## config.mk

```make
export PLATFORM = sky130hd
export DESIGN_NAME = sram_arbiter
export DESIGN_NICKNAME = d
export VERILOG_FILES = /design/src/rtl/sram_arb_pkg.sv /design/src/rtl/rr_arbiter2.sv /design/src/rtl/sram_arbiter.sv
export SDC_FILE = /design/constraint.sdc
export NUM_CORES = 1
export LEC_CHECK = 0
export CAP_MARGIN = 20
export CORE_AREA = 2 2 163 165
export DETAILED_ROUTE_END_ITERATION = 6
export DIE_AREA = 0 0 165 167
export HOLD_SLACK_MARGIN = 0.05
export PLACE_DENSITY = 0.64
export SLEW_MARGIN = 30
export SYNTH_ARGS = -nofsm -noshare
export SYNTH_HDL_FRONTEND = slang
export SYNTH_SLANG_ARGS = --single-unit
```

## constraint.sdc

```tcl
create_clock -name i_clk -period 3.8 [get_ports i_clk]
set_input_delay 0.38 -clock i_clk [delete_from_list [all_inputs] [get_ports i_clk]]
set_output_delay 0.38 -clock i_clk [all_outputs]
set_load 0.005 [all_outputs]
```

## src/rtl/sram_arb_pkg.sv

```systemverilog
// Shared types and constants for the two-port SRAM access arbiter.
// Port ids, read-return tag layout and latency bound.
package sram_arb_pkg;

  localparam logic PORT_A = 1'b0;
  localparam logic PORT_B = 1'b1;

  localparam int MAX_RD_LATENCY = 4;

  typedef struct packed {
    logic valid;
    logic id;
  } rd_tag_t;

endpackage

```

## src/rtl/rr_arbiter2.sv

```systemverilog
// Two-input round-robin arbiter with one-hot grant.
// Bit 0 is port A, bit 1 is port B.
module rr_arbiter2
  import sram_arb_pkg::*;
(
  input  logic       i_clk,
  input  logic       i_rstn,
  input  logic [1:0] i_req,
  input  logic       i_accept,
  output logic [1:0] o_gnt
);

  logic last_q;

  always_comb begin
    o_gnt = 2'b00;
    unique case (1'b1)
      (i_req == 2'b11): begin
        o_gnt = (last_q == PORT_B) ? 2'b01 : 2'b10;
      end
      (i_req == 2'b01): o_gnt = 2'b01;
      (i_req == 2'b10): o_gnt = 2'b10;
      default:          o_gnt = 2'b00;
    endcase
  end

  // Pointer moves only when a grant is actually taken.
  always_ff @(posedge i_clk or negedge i_rstn) begin
    if (!i_rstn) begin
      last_q <= PORT_B;
    end else if (i_accept) begin
      last_q <= o_gnt[1] ? PORT_B : PORT_A;
    end
  end

endmodule

```

## src/rtl/sram_arbiter.sv

```systemverilog
// Round-robin front end for the single-port SRAM extension macro.
// Registers one access per cycle and routes read-valid to its owner.
module sram_arbiter
  import sram_arb_pkg::*;
#(
  parameter int BW_DATA    = 64,
  parameter int BW_ADDR    = 6,
  parameter int RD_LATENCY = 1
) (
  input  logic               i_clk,
  input  logic               i_rstn,
  input  logic               i_a_req,
  input  logic               i_a_we,
  input  logic [BW_ADDR-1:0] i_a_addr,
  input  logic [BW_DATA-1:0] i_a_wdata,
  output logic               o_a_gnt,
  output logic               o_a_rvalid,
  output logic [BW_DATA-1:0] o_a_rdata,
  input  logic               i_b_req,
  input  logic               i_b_we,
  input  logic [BW_ADDR-1:0] i_b_addr,
  input  logic [BW_DATA-1:0] i_b_wdata,
  output logic               o_b_gnt,
  output logic               o_b_rvalid,
  output logic [BW_DATA-1:0] o_b_rdata,
  output logic [BW_ADDR-1:0] o_mem_addr,
  output logic [BW_DATA-1:0] o_mem_data,
  output logic               o_mem_wen,
  output logic               o_mem_oen,
  input  logic [BW_DATA-1:0] i_mem_data,
  output logic               o_busy
);

  logic [1:0] req;
  logic [1:0] gnt;
  logic       accept;
  logic       sel;
  logic       sel_we;
  logic       busy_d;
  rd_tag_t    acc_tag;
  rd_tag_t    tag_q [RD_LATENCY];

  assign req = {i_b_req, i_a_req};

  rr_arbiter2 u_arb (
    .i_clk    (i_clk),
    .i_rstn   (i_rstn),
    .i_req    (req),
    .i_accept (accept),
    .o_gnt    (gnt)
  );

  assign o_a_gnt = gnt[0];
  assign o_b_gnt = gnt[1];
  assign accept  = |gnt;
  assign sel     = gnt[1];
  assign sel_we  = sel ? i_b_we : i_a_we;

  always_ff @(posedge i_clk or negedge i_rstn) begin
    if (!i_rstn) begin
      o_mem_addr <= '0;
      o_mem_data <= '0;
      o_mem_wen  <= 1'b1;
      o_mem_oen  <= 1'b1;
      acc_tag    <= '0;
    end else begin
      o_mem_wen <= 1'b1;
      o_mem_oen <= 1'b1;
      acc_tag   <= '0;
      if (accept) begin
        o_mem_addr    <= sel ? i_b_addr : i_a_addr;
        o_mem_data    <= sel ? i_b_wdata : i_a_wdata;
        o_mem_wen     <= ~sel_we;
        o_mem_oen     <= sel_we;
        acc_tag.valid <= ~sel_we;
        acc_tag.id    <= sel;
      end
    end
  end

  // Tag trails the access cycle by RD_LATENCY stages.
  always_ff @(posedge i_clk or negedge i_rstn) begin
    if (!i_rstn) begin
      for (int i = 0; i < RD_LATENCY; i++) begin
        tag_q[i] <= '0;
      end
    end else begin
      tag_q[0] <= acc_tag;
      for (int i = 1; i < RD_LATENCY; i++) begin
        tag_q[i] <= tag_q[i-1];
      end
    end
  end

  always_comb begin
    busy_d = accept | acc_tag.valid;
    for (int i = 0; i < RD_LATENCY - 1; i++) begin
      busy_d = busy_d | tag_q[i].valid;
    end
  end

  always_ff @(posedge i_clk or negedge i_rstn) begin
    if (!i_rstn) begin
      o_busy <= 1'b0;
    end else begin
      o_busy <= busy_d;
    end
  end

  assign o_a_rvalid = tag_q[RD_LATENCY-1].valid &
                      (tag_q[RD_LATENCY-1].id == PORT_A);
  assign o_b_rvalid = tag_q[RD_LATENCY-1].valid &
                      (tag_q[RD_LATENCY-1].id == PORT_B);

  assign o_a_rdata = i_mem_data;
  assign o_b_rdata = i_mem_data;

endmodule

```

==> key figures, run 1 <==
Clock tree
  – Hold Buf Count CTS: 0
  – Total CTS buffers: 9
  – CTS Sinks: 78
  – Post-CTS Repair Setup Buffers: 0
  – Max clock buf depth: 2
  – Clk_lat worst skew: 0.34 ns
  – CTS Root Cell: clkbuf_16
  – CTS tree: yes
  – Clock-pin slew on the worst setup and hold paths: 0.06 ns
  – Post-CTS sizing: 0
  – H-Tree Depth: 3

Outcome
  – Status: finished, final reports clean

Placement
  – Placer Congestion: 0.735
  – Place WS: 1.39 ns
  – Dpl hpwl: 10,700 um
  – IO buf count: 222

Synthesis
  – Adder-cell area share of the yosys netlist: 0
  – Simple logic cell fraction of the synthesized area: 0.00908
  – Post-synthesis mux area share: 0.155
  – Post-Synthesis Cell Area: 0.00510 mm^2
  – Complex-gate fraction of the synthesized area: 0.160
  – Main combinational cell family by area after synthesis: buffers and inverters
  – Seq/Total Area, Yosys: 0.383
  – Syn_nets: 742
  – Synth warnings: 0
  – Synth Area in XOR/XNOR: 0
  – Synth Area per Inst: 9.59 um^2
  – Mapped Cells: 532
  – Synth cell types: 22
  – #FFs+latches synth: 78

STA
  – Final worst path period need: around 2.4 ns
  – Final setup skew: 0.00712 ns
  – Worst-margin pin slew: 0.900 ns
  – Final hold vios: 0
  – Fmax: between 0.4 and 0.5 GHz
  – Relative slew slack: 0.400
  – Final hold slack: between 0.1 and 0.15 ns
  – Final setup vio count: 0
  – Final Cycle Share: 0.637
  – RSZ-0062 raised after global routing: false
  – Slew Viols, Final: 0
  – Setup_tns: 0 ns
  – Final WS setup: roughly 1.4 ns

Floorplan
  – Die height: 167 um
  – Row cnt: 59
  – Initial core utilization: 0.198
  – I/O Pins: 415
  – Core Area: roughly 0.026 mm^2
  – DIE AREA: around 0.028 mm^2
  – Die Width: 165 um

Route
  – First-pass detailed-route iteration total: 4
  – Initial drt markers: between 200 and 250
  – Avg WL per Cell: 16.0 um
  – Vias: 3,980
  – Via-to-Cell Ratio: 4.19
  – Number of remaining DRC errors: 0
  – Post-Route WL: approximately 15,000 um
  – Remaining antenna violation count: 0

Setup path
  – Critical path peak fanout: 34
  – Buf/Inv on CP: 3
  – CP max stage cell: buf_2
  – Worst EP required: 3.42 ns
  – Worst setup path class: in -> out
  – CP top delay family: buffers and inverters
  – Crit end category: output port
  – Largest stage delay, worst path: 0.61 ns
  – Worst Setup Start Kind: input port
  – WP data arrival: 2.04 ns
  – CP cell instances: buf_2 -> nand2_4 -> inv_4 -> clkdlybuf4s50_1

Layout
  – Multi-input logic area: 0.00166 mm^2
  – # diodes: 0
  – Share of layout cells above drive strength 1: 0.162
  – Fillcell total: 2,728
  – Storage cell area: slightly below 0.002 mm^2
  – Area growth, synth to finish: 35.1%
  – Final-stage net count: 821

Power
  – Worst VDD drop: 0.200 mV
  – Combinational share of power: 0.275
  – Internal power: 2.01 mW
  – Sw Share: 0.263
  – Clk pwr share: 0.358
  – Leak: about 2.8 nW
  – PwrDens: 396 mW/mm^2
  – Switching Power: 719 uW
  – Sequential share of power: 0.367

Flow run
  – Max-Cap Viols: 0

Global route
  – First-pass GRT wire length: ~23,000 um
  – Initial antenna violation count: 0
  – Number of global-route vias before repair: 4,212
  – Largest net degree at the start of global routing: 72
  – Gr usage total: 0.107
  – Gr ovfl total: 0

Worst hold path
  – Hold crit path type: in -> async
==> sequential cells by signal, summed over array words and instances, names as in the netlist <==
| name | cells |
|---|---|
| o_mem_data | 64 |
| o_mem_addr | 6 |
| acc_tag | 2 |
| o_busy | 1 |
| o_mem_wen | 1 |
| u_arb.last_q | 1 |
| o_mem_oen | 1 |
| tag_q | 2 |
==> worst paths after layout <==
check                           slack [ns]  cells past startpoint                    endpoint                     start
worst max register to register        1.92                      5  o_mem_data[57]$_DFFE_PN0N_  u_arb.last_q$_DFFE_PN1N_
worst min register to register        0.36                      0          tag_q[0]$_DFF_PN0_      acc_tag[0]$_DFF_PN0_
worst min-delay path                  0.13                      1   o_mem_addr[3]$_DFFE_PN0N_                    i_rstn
min in group i_clk                    0.36                      0          tag_q[0]$_DFF_PN0_      acc_tag[0]$_DFF_PN0_
max in group asynchronous             2.82                      2  o_mem_data[29]$_DFFE_PN0N_                    i_rstn
worst max-delay path                  1.38                      4                     o_a_gnt                   i_a_req
==> area by class of cell <==
class,count,share of cell area
repair buffers,227,0.326
flip-flops and latches,78,0.284
multi-input cells,221,0.240
well taps,335,0.0608
inverters,74,0.0407
clock buffers,10,0.0347
clock inverters,6,0.0136
==> metal layers <==
metal | part of all wire | routed length (um) | GRT usage
met1 | 0.37 | 5700 | 0.111
met3 | 0.086 | 1310 | 0.0384
met4 | 0.043 | 652 | 0.0586
met2 | 0.50 | 7560 | 0.184
met5 | 0 | 0 | 0
==> per-stage QoR <==
stage	utilization	cells	total power, mW	area (um^2)
after detailed placement	0.255	935	1.77	6560
after floorplan	-	532	1.43	5100
after global placement	0.255	935	1.76	6560
after global routing	0.268	951	2.88	6890
after CTS	0.268	951	2.79	6890
final	0.268	951	2.73	6890
==> synth_stat cells <==
cell,count,area share
dfrtp_1,75,0.37
and2_1,1,0.0012
or3_1,1,0.0012
buf_6,15,0.033
nand2_4,1,0.0022
a22oi_1,1,0.0015
o22ai_1,71,0.087
clkbuf_8,1,0.0027
inv_4,1,0.0012
a21oi_1,70,0.069
buf_1,4,0.0029
buf_4,129,0.19
mux2_2,70,0.15
nand2_1,2,0.0015
o22a_1,1,0.0017
nand2b_2,1,0.0017
dfstp_2,3,0.015
o21ai_0,1,0.00098
buf_2,9,0.0088
inv_1,73,0.054
nor2b_1,1,0.0012
clkbuf_1,1,0.00074
==> cell families (layout without fill, tap and decap cells) <==
group	count (synthesis)	after routing
buffers and inverters	233	317
AOI/OAI and AO/OA	144	144
and+or+nand+nor	7	7
muxes	70	70
DFF	78	78
==> power groups by stage <==
stage | Sequential (mW) | Clock [mW] | Combinational, mW
after floorplan | 1.02 | 0 | 0.410
after global placement | 1.01 | 0 | 0.748
after detailed placement | 1.02 | 0 | 0.759
after CTS | 1.00 | 1.02 | 0.762
after global routing | 1.01 | 1.05 | 0.818
final | 1.00 | 0.978 | 0.751
==> worst reg2reg max path, stage by stage (launching register included) <==
cell and delay (ns):
dfstp_2 0.55, nand2b_4 0.14, nand2_4 0.07, inv_4 0.33, buf_4 0.50, a21oi_1 0.17
==> placed cells by master (no fill, tap or decap), drive strengths merged, types with 2 or more instances in the layout <==
cell type,instances
dfstp,3
clkinv,2
nand2,3
mux2,70
clkdlybuf4s50,219
clkbuf,10
o22ai,71
bufinv,2
dfrtp,75
a21oi,70
buf,8
inv,75
(Power assumes the default switching activity.)
==> inputs of run 2 (changes only) <==
--- a/config.mk
+++ b/config.mk
@@ -6,11 +6,11 @@
 export NUM_CORES = 1
 export LEC_CHECK = 0
 export CAP_MARGIN = 20
-export CORE_AREA = 2 2 163 165
+export CORE_AREA = 2 2 161 163
 export DETAILED_ROUTE_END_ITERATION = 6
-export DIE_AREA = 0 0 165 167
+export DIE_AREA = 0 0 163 165
 export HOLD_SLACK_MARGIN = 0.05
-export PLACE_DENSITY = 0.64
+export PLACE_DENSITY = 0.65
 export SLEW_MARGIN = 30
 export SYNTH_ARGS = -nofsm -noshare
 export SYNTH_HDL_FRONTEND = slang
==> constraint.sdc (replaced) <==
create_clock -name i_clk -period 2.52 [get_ports i_clk]
set_input_delay 0.252 -clock i_clk [delete_from_list [all_inputs] [get_ports i_clk]]
set_output_delay 0.252 -clock i_clk [all_outputs]
set_load 0.005 [all_outputs]
==> key figures, run 2 (same netlist as run 1, synthesis figures left out) <==
STA
  – Fmax: roughly 0.5 GHz
  – Slew Viols, Final: 0 (unchanged)
  – Final WS setup: 0.569 ns (-0.810 ns)
  – Final hold slack: 0.354 ns (+0.224 ns)
  – Worst-margin pin slew: 0.581 ns (-0.318 ns)
  – Final setup vio count: 0 (unchanged)
  – Relative slew slack: 0.612 (+0.212)
  – RSZ-0062 raised after global routing: false
  – Final Cycle Share: 0.774
  – Final worst path period need: 1.95 ns
  – Final hold vios: 0 (unchanged)
  – Final setup skew: 0.00658 ns (-0.000538 ns)
  – Setup_tns: 0 ns (unchanged)

Clock tree
  – Post-CTS Repair Setup Buffers: 0 (unchanged)
  – CTS Root Cell: clkbuf_16
  – Clock-pin slew on the worst setup and hold paths: 0.07 ns (about the same)
  – Total CTS buffers: 9 (unchanged)
  – CTS tree: yes
  – H-Tree Depth: 3 (unchanged)
  – CTS Sinks: 78 (unchanged)
  – Max clock buf depth: 2 (unchanged)
  – Clk_lat worst skew: 0.34 ns (about the same)
  – Post-CTS sizing: 0 (unchanged)

Layout
  – Most flops, register: o_mem_data
  – Multi-input logic area: 0.00166 mm^2 (unchanged)
  – Most frequent cells in the layout: clkdlybuf4s50_1 (219), dfrtp_1 (75), inv_1 (73), o22ai_1 (71)
  – Area growth, synth to finish: 35.5%
  – Max reg flops: 64 (unchanged)
  – Storage cell area: 0.00196 mm^2 (unchanged)
  – Fillcell total: 2,671 (-2.1%)
  – Final-stage net count: 823 (+0.24%)
  – Share of layout cells above drive strength 1: 0.162 (-0.000263)
  – # diodes: 0 (unchanged)
  – Most common cell after layout, fill and taps aside: clkdlybuf4s50_1
  – Top flop regs: o_mem_data: 64 flops, o_mem_addr: 6 flops

Placement
  – IO buf count: 222 (unchanged)
  – Place WS: 0.703 ns (-0.685 ns)
  – Placer Congestion: 0.691 (-6.0%)
  – Dpl hpwl: 10,300 um (-4.1%)

Global route
  – First-pass GRT wire length: 22,700 um (+0.27%)
  – Gr busiest metal: met2
  – Global Route met3 Usage: 0.0409 (+0.00258)
  – Number of global-route vias before repair: 4,166 (-1.1%)
  – Gr ovfl total: 0 (unchanged)
  – Largest net degree at the start of global routing: 72 (unchanged)
  – Gr usage total: 0.111 (+0.00450)
  – M1 GR Usage: 0.123 (+0.0123)
  – Initial antenna violation count: 0 (unchanged)
  – GR Util met2: 0.189 (+0.00414)

Route
  – Initial drt markers: 181 (-14%)
  – Remaining antenna violation count: 0 (unchanged)
  – Avg WL per Cell: 15.8 um (-1.1%)
  – Via-to-Cell Ratio: 4.14 (-1.2%)
  – Vias: 3,916 (-1.6%)
  – First-pass detailed-route iteration total: 4 (unchanged)
  – Post-Route WL: 15,000 um (-1.5%)
  – Number of remaining DRC errors: 0 (unchanged)

Worst hold path
  – Hold crit path type: reg -> reg

Setup path
  – Worst EP required: 2.27 ns (-1.15 ns)
  – CP max stage cell: dfstp_2
  – Worst Setup Start Kind: flip-flop
  – Buf/Inv on CP: 2 (-1)
  – Largest stage delay, worst path: 0.55 ns (-0.06 ns)
  – Worst setup path class: reg -> out
  – CP top delay family: buffers and inverters
  – Critical path peak fanout: 3 (-91%)
  – Crit end category: output port
  – WP data arrival: 1.70 ns (-0.34 ns)
  – CP cell instances: nand2b_4 -> nand2_4 -> inv_4 -> clkdlybuf4s50_1

Power
  – Leak: 2.85 nW (+0.20%)
  – PwrDens: 576 mW/mm^2 (+46%)
  – Worst VDD drop: 0.251 mV (+26%)

Floorplan
  – Initial core utilization: 0.204 (+0.00575)
  – Die Width: 163 um (-1.2%)
  – Core Area: 0.0250 mm^2 (-2.8%)
  – Die height: 165 um (-1.2%)
  – I/O Pins: 415 (unchanged)
  – DIE AREA: 0.0269 mm^2 (-2.4%)
  – Row cnt: 58 (-1.7%)

Flow run
  – Max-Cap Viols: 0 (unchanged)

Outcome
  – Status: finished, final reports clean
==> run 2: cell type report <==
class,instances,area share
multi-input combinational,221,0.240
tap,330,0.0598
timing repair buffer,229,0.335
clock inverter,6,0.00923
inverter,74,0.0406
clock buffer,9,0.0326
sequential,78,0.283
==> run 2: report_power, final <==
part / switching, mW / leakage, nW / internal (mW)
Sequential: 0.0857 / 0.893 / 1.42
Combinational: 0.429 / 1.82 / 0.719
Clock: 0.566 / 0.137 / 0.761
==> run 2: timing repair <==
| item | 4_1_cts | 5_1_grt |
|---|---|---|
| endpoints found under the setup margin | 0 | 0 |
| hold endpoints to repair | 34 | 0 |
| hold buffers | 1 | 0 |
==> run 2: final timing paths <==
kind,startpoint,end,slack [ns],depth (start not counted)
max in group asynchronous,i_rstn,o_mem_data[11]$_DFFE_PN0N_,1.41,3
hold / removal,acc_tag[0]$_DFF_PN0_,tag_q[0]$_DFF_PN0_,0.35,0
setup / recovery,u_arb.last_q$_DFFE_PN1N_,o_a_gnt,0.57,4
min in group asynchronous,i_rstn,o_mem_data[62]$_DFFE_PN0N_,0.44,2
setup reg to reg,u_arb.last_q$_DFFE_PN1N_,o_mem_data[9]$_DFFE_PN0N_,1.04,5
hold reg to reg,acc_tag[0]$_DFF_PN0_,tag_q[0]$_DFF_PN0_,0.35,0
==> run 2: metrics by stage <==
stage,area (um^2),utilization,power (mW),cells
final,6910,0.276,3.98,947
after global routing,6910,0.276,4.24,947
after CTS,6910,0.276,4.09,947
after detailed placement,6610,0.264,2.69,931
after global placement,6610,0.264,2.67,931
after floorplan,5100,-,2.16,532
==> run 2: layer usage <==
layer	wire (um)	vias to the layer above	share of wire
li1	-	1829	-
met1	6010	1881	0.40
met2	7240	160	0.48
met3	1250	46	0.083
met4	496	0	0.033
met5	0	-	0
==> run 2: worst register-to-register path, cell delays in order, from the launching register on <==
cell,delay (ns)
dfstp_2,0.55
nand2b_4,0.15
nand2_4,0.08
inv_4,0.08
buf_12,0.30
a21oi_1,0.17
